File: config.mk
export PLATFORM = sky130hd
export DESIGN_NAME = pipe_hazard_ctrl_flat
export DESIGN_NICKNAME = d
export VERILOG_FILES = /design/src/rtl/pipe_hazard_ctrl_pkg.sv /design/src/rtl/pipe_hazard_ctrl_if.sv /design/src/rtl/pipe_hazard_ctrl_dmem_wait.sv /design/src/rtl/pipe_hazard_ctrl.sv /design/src/flat_wrapper.sv
export SDC_FILE = /design/constraint.sdc
export NUM_CORES = 1
export LEC_CHECK = 0
export CORE_UTILIZATION = 30
export DETAILED_ROUTE_END_ITERATION = 8
export GPL_ROUTABILITY_DRIVEN = 0
export GPL_TIMING_DRIVEN = 0
export PLACE_DENSITY = 0.65
export SYNTH_ARGS = -nofsm -noshare
export SYNTH_HDL_FRONTEND = slang
export SYNTH_SLANG_ARGS = --single-unit
File: constraint.sdc
create_clock -name clk -period 3.5 [get_ports clk]
set_input_delay 0.7 -clock clk [delete_from_list [all_inputs] [get_ports clk]]
set_output_delay 0.7 -clock clk [all_outputs]
set_load 0.05 [all_outputs]
File: src/rtl/pipe_hazard_ctrl_pkg.sv
`default_nettype none
`timescale 1ns/1ps
// ============================================================================
// Module   : pipe_hazard_ctrl_pkg
// Brief    : Shared types and constants for the pipeline hazard controller.
// Revision : 1.0 - initial release
// ============================================================================
package pipe_hazard_ctrl_pkg;

  // E-stage operand source select.
  typedef enum logic [1:0] {
    FWD_RF = 2'b00,  // register file value
    FWD_W  = 2'b01,  // W-stage result
    FWD_M  = 2'b10   // M-stage ALU result
  } fwd_sel_t;

  // resultsrc encoding that marks a load in flight.
  localparam logic [1:0] RESULTSRC_LOAD = 2'b01;

  // Data-memory wait tracker states.
  typedef enum logic {
    IDLE = 1'b0,
    WAIT = 1'b1
  } wait_state_t;

endpackage : pipe_hazard_ctrl_pkg
`default_nettype wire

File: src/rtl/pipe_hazard_ctrl_if.sv
`default_nettype none
`timescale 1ns/1ps
// ============================================================================
// Module   : pipe_hazard_ctrl_if
// Brief    : Pipeline <-> hazard-controller signal bundle. The pipeline
//            (master) supplies stage register addresses and status, the
//            controller (slave) returns stall/flush strobes, forwarding
//            selects and the sticky memory error.
// Revision : 1.0 - initial release
// ============================================================================
interface pipe_hazard_ctrl_if #(
  parameter int REG_AW = 5
);
  logic [REG_AW-1:0] rs1_d;
  logic [REG_AW-1:0] rs2_d;
  logic [REG_AW-1:0] rs1_e;
  logic [REG_AW-1:0] rs2_e;
  logic [REG_AW-1:0] rd_e;
  logic [1:0]        resultsrc_e;
  logic              pcsrc_e;
  logic [REG_AW-1:0] rd_m;
  logic [REG_AW-1:0] rd_w;
  logic              regwrite_m;
  logic              regwrite_w;
  logic              dmem_req_m;
  logic              dmem_ready;

  logic              stall_f;
  logic              stall_d;
  logic              stall_em;
  logic              flush_d;
  logic              flush_e;
  logic              flush_w;
  logic [1:0]        fwd_a_e;
  logic [1:0]        fwd_b_e;
  logic              mem_err;

  // Pipeline side.
  modport master (
    output rs1_d, rs2_d, rs1_e, rs2_e, rd_e, resultsrc_e, pcsrc_e,
           rd_m, rd_w, regwrite_m, regwrite_w, dmem_req_m, dmem_ready,
    input  stall_f, stall_d, stall_em, flush_d, flush_e, flush_w,
           fwd_a_e, fwd_b_e, mem_err
  );

  // Hazard controller side.
  modport slave (
    input  rs1_d, rs2_d, rs1_e, rs2_e, rd_e, resultsrc_e, pcsrc_e,
           rd_m, rd_w, regwrite_m, regwrite_w, dmem_req_m, dmem_ready,
    output stall_f, stall_d, stall_em, flush_d, flush_e, flush_w,
           fwd_a_e, fwd_b_e, mem_err
  );

endinterface : pipe_hazard_ctrl_if
`default_nettype wire

File: src/rtl/pipe_hazard_ctrl_dmem_wait.sv
`default_nettype none
`timescale 1ns/1ps
// ============================================================================
// Module   : dmem_wait_fsm
// Brief    : Tracks an outstanding multi-cycle data-memory access. mem_wait
//            is combinational so the pipe freezes in the same cycle the miss
//            is seen. A WAIT that lasts MEM_TIMEOUT cycles without ready is
//            released by force and latches the sticky mem_err.
// Revision : 1.0 - initial release
// ============================================================================
module dmem_wait_fsm
  import pipe_hazard_ctrl_pkg::*;
#(
  parameter int MEM_TIMEOUT = 255
) (
  input  logic clk,
  input  logic rst,        // asynchronous, active-low
  input  logic dmem_req_m,
  input  logic dmem_ready,
  output logic mem_wait,
  output logic mem_err
);

  localparam int             c_CW   = $clog2(MEM_TIMEOUT + 1);
  // Timeout fires on the WAIT cycle that brings the count to MEM_TIMEOUT.
  localparam logic [c_CW-1:0] c_LAST = c_CW'(MEM_TIMEOUT - 1);
  localparam logic [c_CW-1:0] c_MAX  = c_CW'(MEM_TIMEOUT);

  wait_state_t     r_state;
  wait_state_t     w_state_nxt;
  logic [c_CW-1:0] r_cnt;
  logic            r_err;
  logic            w_mem_wait;
  logic            w_timeout;
  logic            w_enter;

  // State register.
  always_ff @(posedge clk or negedge rst) begin
    if (!rst) r_state <= IDLE;
    else      r_state <= w_state_nxt;
  end

  // Next state, freeze request and timeout detection.
  always_comb begin
    w_state_nxt = r_state;
    w_mem_wait  = 1'b0;
    w_timeout   = 1'b0;
    w_enter     = 1'b0;
    case (r_state)
      IDLE: begin
        if (dmem_req_m && !dmem_ready) begin
          w_state_nxt = WAIT;
          w_mem_wait  = 1'b1;
          w_enter     = 1'b1;
        end
      end
      WAIT: begin
        w_timeout = (r_cnt == c_LAST);
        if (dmem_ready)     w_state_nxt = IDLE;
        else if (w_timeout) w_state_nxt = IDLE;
        else                w_mem_wait  = 1'b1;
      end
    endcase
  end

  // WAIT-cycle counter: cleared on entry, counts only in WAIT, saturates.
  always_ff @(posedge clk or negedge rst) begin
    if (!rst)
      r_cnt <= '0;
    else if (w_enter)
      r_cnt <= '0;
    else if (r_state == WAIT && r_cnt != c_MAX)
      r_cnt <= r_cnt + c_CW'(1);
  end

  // Sticky error: only a forced release sets it; ready on that cycle wins.
  always_ff @(posedge clk or negedge rst) begin
    if (!rst)
      r_err <= 1'b0;
    else if (r_state == WAIT && w_timeout && !dmem_ready)
      r_err <= 1'b1;
  end

  assign mem_wait = w_mem_wait;
  assign mem_err  = r_err;

endmodule : dmem_wait_fsm
`default_nettype wire

File: src/rtl/pipe_hazard_ctrl.sv
`default_nettype none
`timescale 1ns/1ps
// ============================================================================
// Module   : pipe_hazard_ctrl
// Brief    : Pipeline hazard controller. Generates E-stage forwarding
//            selects, load-use stalls, branch/jump flushes and a full-pipe
//            freeze while a data-memory access is outstanding.
//            Optional macro HAZARD_PERF_EN adds stall_cnt / flush_cnt
//            performance counters.
// Revision : 1.0 - initial release
// ============================================================================
module pipe_hazard_ctrl
  import pipe_hazard_ctrl_pkg::*;
#(
  parameter int MEM_TIMEOUT = 255
`ifdef HAZARD_PERF_EN
  ,
  parameter int CNT_W       = 32
`endif
) (
  input  logic                    clk,
  input  logic                    rst,        // asynchronous, active-low
  pipe_hazard_ctrl_if.slave       hz
`ifdef HAZARD_PERF_EN
  ,
  output logic [CNT_W-1:0]        stall_cnt,
  output logic [CNT_W-1:0]        flush_cnt
`endif
);

  fwd_sel_t w_fwd_a;
  fwd_sel_t w_fwd_b;
  logic     w_lw_stall;
  logic     w_mem_wait;
  logic     w_stall_f;
  logic     w_stall_d;
  logic     w_stall_em;
  logic     w_flush_d;
  logic     w_flush_e;
  logic     w_flush_w;

  dmem_wait_fsm #(
    .MEM_TIMEOUT (MEM_TIMEOUT)
  ) u_dmem_wait (
    .clk        (clk),
    .rst        (rst),
    .dmem_req_m (hz.dmem_req_m),
    .dmem_ready (hz.dmem_ready),
    .mem_wait   (w_mem_wait),
    .mem_err    (hz.mem_err)
  );

  // Forwarding selects: the younger M-stage result beats the W-stage one.
  always_comb begin
    w_fwd_a = FWD_RF;
    w_fwd_b = FWD_RF;
    if (hz.regwrite_m && hz.rd_m != '0 && hz.rd_m == hz.rs1_e)
      w_fwd_a = FWD_M;
    else if (hz.regwrite_w && hz.rd_w != '0 && hz.rd_w == hz.rs1_e)
      w_fwd_a = FWD_W;
    if (hz.regwrite_m && hz.rd_m != '0 && hz.rd_m == hz.rs2_e)
      w_fwd_b = FWD_M;
    else if (hz.regwrite_w && hz.rd_w != '0 && hz.rd_w == hz.rs2_e)
      w_fwd_b = FWD_W;
  end

  // Load in E whose destination is read by the instruction in D.
  assign w_lw_stall = (hz.resultsrc_e == RESULTSRC_LOAD) && (hz.rd_e != '0) &&
                      ((hz.rd_e == hz.rs1_d) || (hz.rd_e == hz.rs2_d));

  // Stall/flush muxing; a memory freeze overrides everything and defers
  // any branch flush to the release cycle. Reset forces every strobe low.
  always_comb begin
    w_stall_f  = 1'b0;
    w_stall_d  = 1'b0;
    w_stall_em = 1'b0;
    w_flush_d  = 1'b0;
    w_flush_e  = 1'b0;
    w_flush_w  = 1'b0;
    if (rst) begin
      if (w_mem_wait) begin
        w_stall_f  = 1'b1;
        w_stall_d  = 1'b1;
        w_stall_em = 1'b1;
        w_flush_w  = 1'b1;
      end else begin
        w_stall_f  = w_lw_stall;
        w_stall_d  = w_lw_stall;
        w_flush_d  = hz.pcsrc_e;
        w_flush_e  = w_lw_stall | hz.pcsrc_e;
      end
    end
  end

  assign hz.stall_f  = w_stall_f;
  assign hz.stall_d  = w_stall_d;
  assign hz.stall_em = w_stall_em;
  assign hz.flush_d  = w_flush_d;
  assign hz.flush_e  = w_flush_e;
  assign hz.flush_w  = w_flush_w;
  assign hz.fwd_a_e  = rst ? w_fwd_a : FWD_RF;
  assign hz.fwd_b_e  = rst ? w_fwd_b : FWD_RF;

`ifdef HAZARD_PERF_EN
  logic [CNT_W-1:0] r_stall_cnt;
  logic [CNT_W-1:0] r_flush_cnt;

  // Performance counters: free-running, wrap modulo 2^CNT_W.
  always_ff @(posedge clk or negedge rst) begin
    if (!rst) begin
      r_stall_cnt <= '0;
      r_flush_cnt <= '0;
    end else begin
      if (w_stall_f) r_stall_cnt <= r_stall_cnt + CNT_W'(1);
      if (w_flush_e) r_flush_cnt <= r_flush_cnt + CNT_W'(1);
    end
  end

  assign stall_cnt = r_stall_cnt;
  assign flush_cnt = r_flush_cnt;
`endif

endmodule : pipe_hazard_ctrl
`default_nettype wire

File: src/flat_wrapper.sv
// flat-port wrapper written by rule: the top's interface ports become plain ports
module pipe_hazard_ctrl_flat import pipe_hazard_ctrl_pkg::*;
#(
  parameter int MEM_TIMEOUT = 255

)
  (clk, rst, hz_rs1_d, hz_rs2_d, hz_rs1_e, hz_rs2_e, hz_rd_e, hz_resultsrc_e, hz_pcsrc_e, hz_rd_m, hz_rd_w, hz_regwrite_m, hz_regwrite_w, hz_dmem_req_m, hz_dmem_ready, hz_stall_f, hz_stall_d, hz_stall_em, hz_flush_d, hz_flush_e, hz_flush_w, hz_fwd_a_e, hz_fwd_b_e, hz_mem_err);
  pipe_hazard_ctrl_if #(.REG_AW(5)) hz_i ();
  input  logic clk;
  input  logic rst;
  input wire logic [$bits(hz_i.rs1_d)-1:0] hz_rs1_d;
  input wire logic [$bits(hz_i.rs2_d)-1:0] hz_rs2_d;
  input wire logic [$bits(hz_i.rs1_e)-1:0] hz_rs1_e;
  input wire logic [$bits(hz_i.rs2_e)-1:0] hz_rs2_e;
  input wire logic [$bits(hz_i.rd_e)-1:0] hz_rd_e;
  input wire logic [$bits(hz_i.resultsrc_e)-1:0] hz_resultsrc_e;
  input wire logic [$bits(hz_i.pcsrc_e)-1:0] hz_pcsrc_e;
  input wire logic [$bits(hz_i.rd_m)-1:0] hz_rd_m;
  input wire logic [$bits(hz_i.rd_w)-1:0] hz_rd_w;
  input wire logic [$bits(hz_i.regwrite_m)-1:0] hz_regwrite_m;
  input wire logic [$bits(hz_i.regwrite_w)-1:0] hz_regwrite_w;
  input wire logic [$bits(hz_i.dmem_req_m)-1:0] hz_dmem_req_m;
  input wire logic [$bits(hz_i.dmem_ready)-1:0] hz_dmem_ready;
  output wire logic [$bits(hz_i.stall_f)-1:0] hz_stall_f;
  output wire logic [$bits(hz_i.stall_d)-1:0] hz_stall_d;
  output wire logic [$bits(hz_i.stall_em)-1:0] hz_stall_em;
  output wire logic [$bits(hz_i.flush_d)-1:0] hz_flush_d;
  output wire logic [$bits(hz_i.flush_e)-1:0] hz_flush_e;
  output wire logic [$bits(hz_i.flush_w)-1:0] hz_flush_w;
  output wire logic [$bits(hz_i.fwd_a_e)-1:0] hz_fwd_a_e;
  output wire logic [$bits(hz_i.fwd_b_e)-1:0] hz_fwd_b_e;
  output wire logic [$bits(hz_i.mem_err)-1:0] hz_mem_err;
  assign hz_i.rs1_d = hz_rs1_d;
  assign hz_i.rs2_d = hz_rs2_d;
  assign hz_i.rs1_e = hz_rs1_e;
  assign hz_i.rs2_e = hz_rs2_e;
  assign hz_i.rd_e = hz_rd_e;
  assign hz_i.resultsrc_e = hz_resultsrc_e;
  assign hz_i.pcsrc_e = hz_pcsrc_e;
  assign hz_i.rd_m = hz_rd_m;
  assign hz_i.rd_w = hz_rd_w;
  assign hz_i.regwrite_m = hz_regwrite_m;
  assign hz_i.regwrite_w = hz_regwrite_w;
  assign hz_i.dmem_req_m = hz_dmem_req_m;
  assign hz_i.dmem_ready = hz_dmem_ready;
  assign hz_stall_f = hz_i.stall_f;
  assign hz_stall_d = hz_i.stall_d;
  assign hz_stall_em = hz_i.stall_em;
  assign hz_flush_d = hz_i.flush_d;
  assign hz_flush_e = hz_i.flush_e;
  assign hz_flush_w = hz_i.flush_w;
  assign hz_fwd_a_e = hz_i.fwd_a_e;
  assign hz_fwd_b_e = hz_i.fwd_b_e;
  assign hz_mem_err = hz_i.mem_err;
  pipe_hazard_ctrl #(.MEM_TIMEOUT(MEM_TIMEOUT)) u_core (.clk(clk), .rst(rst), .hz(hz_i));
endmodule
# == Word level (Yosys, flattened, before mapping) ==
# Index checks and enable logic that the tools add are counted.
# classes
eq_ne,9
magnitude_cmp,0
muxes,22
mul,0
n_addsub,1
reduce_logical,18
bitwise,2
div_mod_pow,0
n_shift,0
# op_table
op,n
5-bit equality test,6
8-bit 2-to-1 mux,2
1-bit 2-to-1 mux,15
5-bit nonzero test,3
1-bit logical AND,12
8-bit by 1-bit adder with 8-bit output (second input constant),1
8-bit equality test (second input constant),1
2-bit 2-to-1 mux,4
8-bit inequality test (second input constant),1
2-bit by 1-bit equality test with 1-bit output (second input constant),1
1-bit case mux with 2 select lines,1
2-bit nonzero test,1
1-bit zero test,1
1-bit logical OR,1
1-bit NOT,1
1-bit bitwise OR,1
# totals
out_inout_bits,11
latch_bits,0
register_bits,10
mem_bits_ro,0
inputBits,44
word_cells,55
mem_count,0
ramBits,0

# == Depth between registers and ports, before layout ==
# depth
depth_word,6
mapped_depth,7
depth_no_buf,6

# == By module ==
# A second synthesis with hierarchy kept.
# unflattened
hier_cells,115
area_unflattened_um2,1013.5
# by_module_without_submodules
module,instances,cells_each,area_per_inst_um2,seq_area_each_um2
dmem_wait_fsm,1,54,549.3,250.2
pipe_hazard_ctrl,1,61,464.2,0.0

# == Worst setup path before layout ==
# No wires, ideal clock.
# synth_timing
kind,input port to output port
start,in hz_rd_e[2]
end,out hz_stall_f
cell_stages,5
arrival_ps,3325
n_path_buf,1
setup_slack_ps,-525
t_required_ps,2800
path_cell_list,xor2_1 nor3_1 a22oi_1 o41ai_1 buf_4
# synth_between
elab_chain_cells,5
elab_cells_between_ends,8
classes_between,eq/ne (2); mux (2); reduce/logical (4)
# synth_lines
item,line_no,source
from (decl),flat_wrapper.sv:15,input wire logic [$bits(hz_i.rd_e)-1:0] hz_rd_e;
5-bit equality test or 5-bit nonzero test (tied branches),"pipe_hazard_ctrl.sv:69, pipe_hazard_ctrl.sv:68",
1-bit logical OR or 1-bit logical AND (tied branches),"pipe_hazard_ctrl.sv:69, pipe_hazard_ctrl.sv:68",
1-bit logical AND *,pipe_hazard_ctrl.sv:68,assign w_lw_stall = (hz.resultsrc_e == RESULTSRC_LOAD) && (hz.rd_e != '0) &&
1-bit 2-to-1 mux * (2 in series),--,
to (decl),flat_wrapper.sv:24,output wire logic [$bits(hz_i.stall_f)-1:0] hz_stall_f;
# Mark *: on every way between the ends. The rest lies on a longest branch, timed or not.

# == Worst setup path in the final report ==
# layout_timing
start,in hz_rd_m[0]
end,out hz_fwd_a_e[0]
# layout_between
elab_chain_cells,5
elab_cells_between_ends,6
classes_between,eq/ne (1); mux (2); reduce/logical (3)
# layout_lines
item,line_no,source
from (decl),flat_wrapper.sv:18,input wire logic [$bits(hz_i.rd_m)-1:0] hz_rd_m;
5-bit nonzero test,pipe_hazard_ctrl.sv:57,if (hz.regwrite_m && hz.rd_m != '0 && hz.rd_m == hz.rs1_e)
1-bit logical AND,pipe_hazard_ctrl.sv:57,
1-bit logical AND *,pipe_hazard_ctrl.sv:57,
2-bit 2-to-1 mux *,pipe_hazard_ctrl.sv:57,
2-bit 2-to-1 mux *,pipe_hazard_ctrl.sv:101,assign hz.fwd_a_e = rst ? w_fwd_a : FWD_RF;
to (decl),flat_wrapper.sv:30,output wire logic [$bits(hz_i.fwd_a_e)-1:0] hz_fwd_a_e;
# Marks and branches as above.

==> run_results.csv <==
group,metric,value,unit
outcome,outcome,"complete, no violations",
clock_tree,cts_tree,"yes",
timing,maxSlewViolCount,0,
timing,finalCriticalPeriod,3370,ps
die,die_h,59.2,um
power,power,0.000448,W
timing,fmax,0.297,GHz
routing,wire_per_inst,13.0,um
clock_tree,clk_latency,270,ps
yosys,syn-num-nets,158,
routing,drt-total-wl,2.79,mm
final_layout,num-nets-final,217,
place,dp_hpwl,2.26,mm
routing,drc,0,
timing,tns,0,ps
timing,skew,0.567,ps
yosys,synth_cell_types,34,
yosys,synth_ff_type,"dfrtp_1",
routing,vias_per_cell,4.82,
global_route,grt_usage,0.170,
die,die_x,59.2,um
worst_hold_path,hold_class,"in -> async",
place,dpl_cell_area,1590,um^2
routing,ant_nets,0,
place,placed_cells,210,
power,max-vdd-ir-drop,0.189,mV
setup_path,path_max_fanout,3,
setup_path,cp-end-kind,"output port",
setup_path,cp.required,2800,ps
setup_path,cp-startpoint,"hz_rd_m[0]",
clock_tree,cts.sinks,10,
setup_path,worstPathArrival,2670,ps
timing,finalSetupViolCount,0,
timing,tightest_slew,516,ps
setup_path,cp-endpoint,"hz_fwd_a_e[0]",
final_layout,fill_cells,312,
setup_path,criticalPathCategory,"in -> out",
routing,dr.pass1.iters,4,
yosys,yosysSeqAreaShare,0.255,
die,initial_core_util,0.319,
setup_path,timing.rr.start,"u_core.u_dmem_wait.r_cnt[0]",
clock_tree,htreeDepth,1,
final_layout,n_antenna_cell,0,
die,rows,20,
die,pin_count,55,
routing,drt_iter0_markers,37,
yosys,synth_seq_cells,10,
clock_tree,root_buffer,"clkbuf_4",
yosys,async_flop_share,1.00,
clock_tree,post_cts_buffers,0,
yosys,syn-instance-count,112,
clock_tree,cts_made_buffers,3,
global_route,grt_max_degree,17,
clock_tree,holdBufCountCts,0,
setup_path,rrSetupSlack,1960,ps
clock_tree,path_clk_slew,70,ps
die,fp.coreArea,3080,um^2
routing,vias,1031,
yosys,synth_area_per_cell,8.77,um^2
global_route,antenna_found_initial,0,
final_layout,area_delta_synth_final,62.2,%
timing,hold_viol_final,0,
final_layout,finalInstanceArea,1590,um^2
final_layout,stdcell_count,214,
global_route,grt_pass1_wl,4.55,mm
timing,rsz0062_at_grt,"false",
power,power_density,281,nW/um^2
yosys,synth_edf_count,0,
clock_tree,cts_resized,15,
place,portBuffers,54,
global_route,grt_overflow_total,0,
global_route,grt_pass1_vias,1053,
setup_path,critPathLaunchType,"input port",
run,maxCapViolCount,0,
die,die_area,3510,um^2
power,p_leak,0.674,nW
timing,post-route-period-util,0.962,
setup_path,rr_endpoint,"u_core.u_dmem_wait.r_cnt[7]",
yosys,syn_area,982,um^2
clock_tree,clk_path_buf_depth,2,
timing,slew_headroom,0.647,
final_layout,drive_gt1_frac,0.106,
yosys,yosysWarnings,0,
setup_path,reg2regPathDepth,4,
==> layer usage <==
layer	global-route usage	up-vias	part of all wire
met5	0	-	0
met4	0.0748	0	0.015
met3	0.0262	4	0.056
met2	0.289	35	0.47
met1	0.212	472	0.46
li1	-	520	-
==> worst min path at each step <==
stage,to,slack [ps],cells past startpoint
after detailed placement,u_core.u_dmem_wait.mem_err,460,1
final,u_core.u_dmem_wait.r_cnt[4],330,1
after floorplan,u_core.u_dmem_wait.mem_err,400,0
after global placement,u_core.u_dmem_wait.mem_err,470,1
after global routing,u_core.u_dmem_wait.r_cnt[0],350,1
after CTS,u_core.u_dmem_wait.mem_err,480,1
==> placed cells by master, fill, tap and decap left out, drive strengths merged <==
| master | instances |
|---|---|
| clkdlybuf4s50 | 46 |
| xor2 | 24 |
| nand2 | 11 |
| dfrtp | 10 |
| xnor2 | 8 |
| clkbuf | 7 |
| or4 | 6 |
| nor2 | 6 |
| nand3 | 5 |
| buf | 5 |
| mux2i | 4 |
| nor4 | 4 |
| inv | 3 |
| o21bai | 3 |
| nor3 | 3 |
| dlygate4sd2 | 3 |
| a21oi | 3 |
| and2 | 2 |
| ha | 2 |
| o21ai | 2 |
| and4 | 2 |
| o211ai | 1 |
| a22oi | 1 |
| o41ai | 1 |
| nor3b | 1 |
| nand4 | 1 |
| a2111oi | 1 |
| or3b | 1 |
| a31oi | 1 |
| or3 | 1 |
| o311ai | 1 |
| nand4b | 1 |
==> flip-flops by register name (all words and copies together), names as in the netlist <==
signal and flops:
u_core.u_dmem_wait.r_cnt 8, u_core.u_dmem_wait.mem_err 1, u_core.u_dmem_wait.r_state 1
==> cell usage after synthesis (2+ instances only) <==
cell type	number	area (um^2)
nand3_1	5	25.0
nor2_1	6	22.5
xnor2_1	8	70.1
xor2_1	24	210
a21oi_1	2	10.0
dfrtp_1	10	250
nand2_1	11	41.3
inv_1	3	11.3
nor4_1	2	12.5
o21bai_1	3	22.5
ha_1	2	25.0
buf_4	2	15.0
or4_1	6	45.0
and2_1	2	12.5
mux2i_1	4	40.0
nor3_1	3	15.0
nor4_2	2	25.0
==> cell type report <==
cell class | count | area [um^2] | area share
plain buffers | 3 | 20.0 | 0.0126
clock buffers | 4 | 36.3 | 0.0228
inverters | 3 | 11.3 | 0.00707
multi-input cells | 96 | 708 | 0.445
flip-flops and latches | 10 | 250 | 0.157
well taps | 44 | 55.1 | 0.0346
repair buffers | 54 | 512 | 0.321
==> cell families after synthesis <==
group | synth area share
AO/OA/AOI/OAI | 0.101
XOR/XNOR | 0.285
adder cells (fa/ha/maj) | 0.0255
buffers and inverters | 0.0318
flip-flops | 0.255
multiplexers | 0.0408
AND/OR/NAND/NOR | 0.261
==> critical path: stages <==
cell and delay, ps:
clkdlybuf4s50_1 480, or4_1 540, o21ai_1 230, nor4_1 120, nor4_2 290, buf_2 310
==> through the flow <==
stage	setup WS, ps	utilization	hold slack, ps
3_5_place_dp	-681	0.515	463
3_3_place_gp	-635	0.515	468
2_1_floorplan	229	-	404
5_1_grt	31.9	0.517	349
6_report	133	0.517	331
4_1_cts	13.3	0.526	485
==> power breakdown <==
| part | switching (W) | internal [W] | total (W) |
|---|---|---|---|
| clock | 0.0000433 | 0.0000632 | 0.000107 |
| combinational | 0.0000853 | 0.0000937 | 0.000179 |
| sequential | 0.0000262 | 0.000136 | 0.000162 |
No activity file was read; power rests on OpenSTA's default activity.
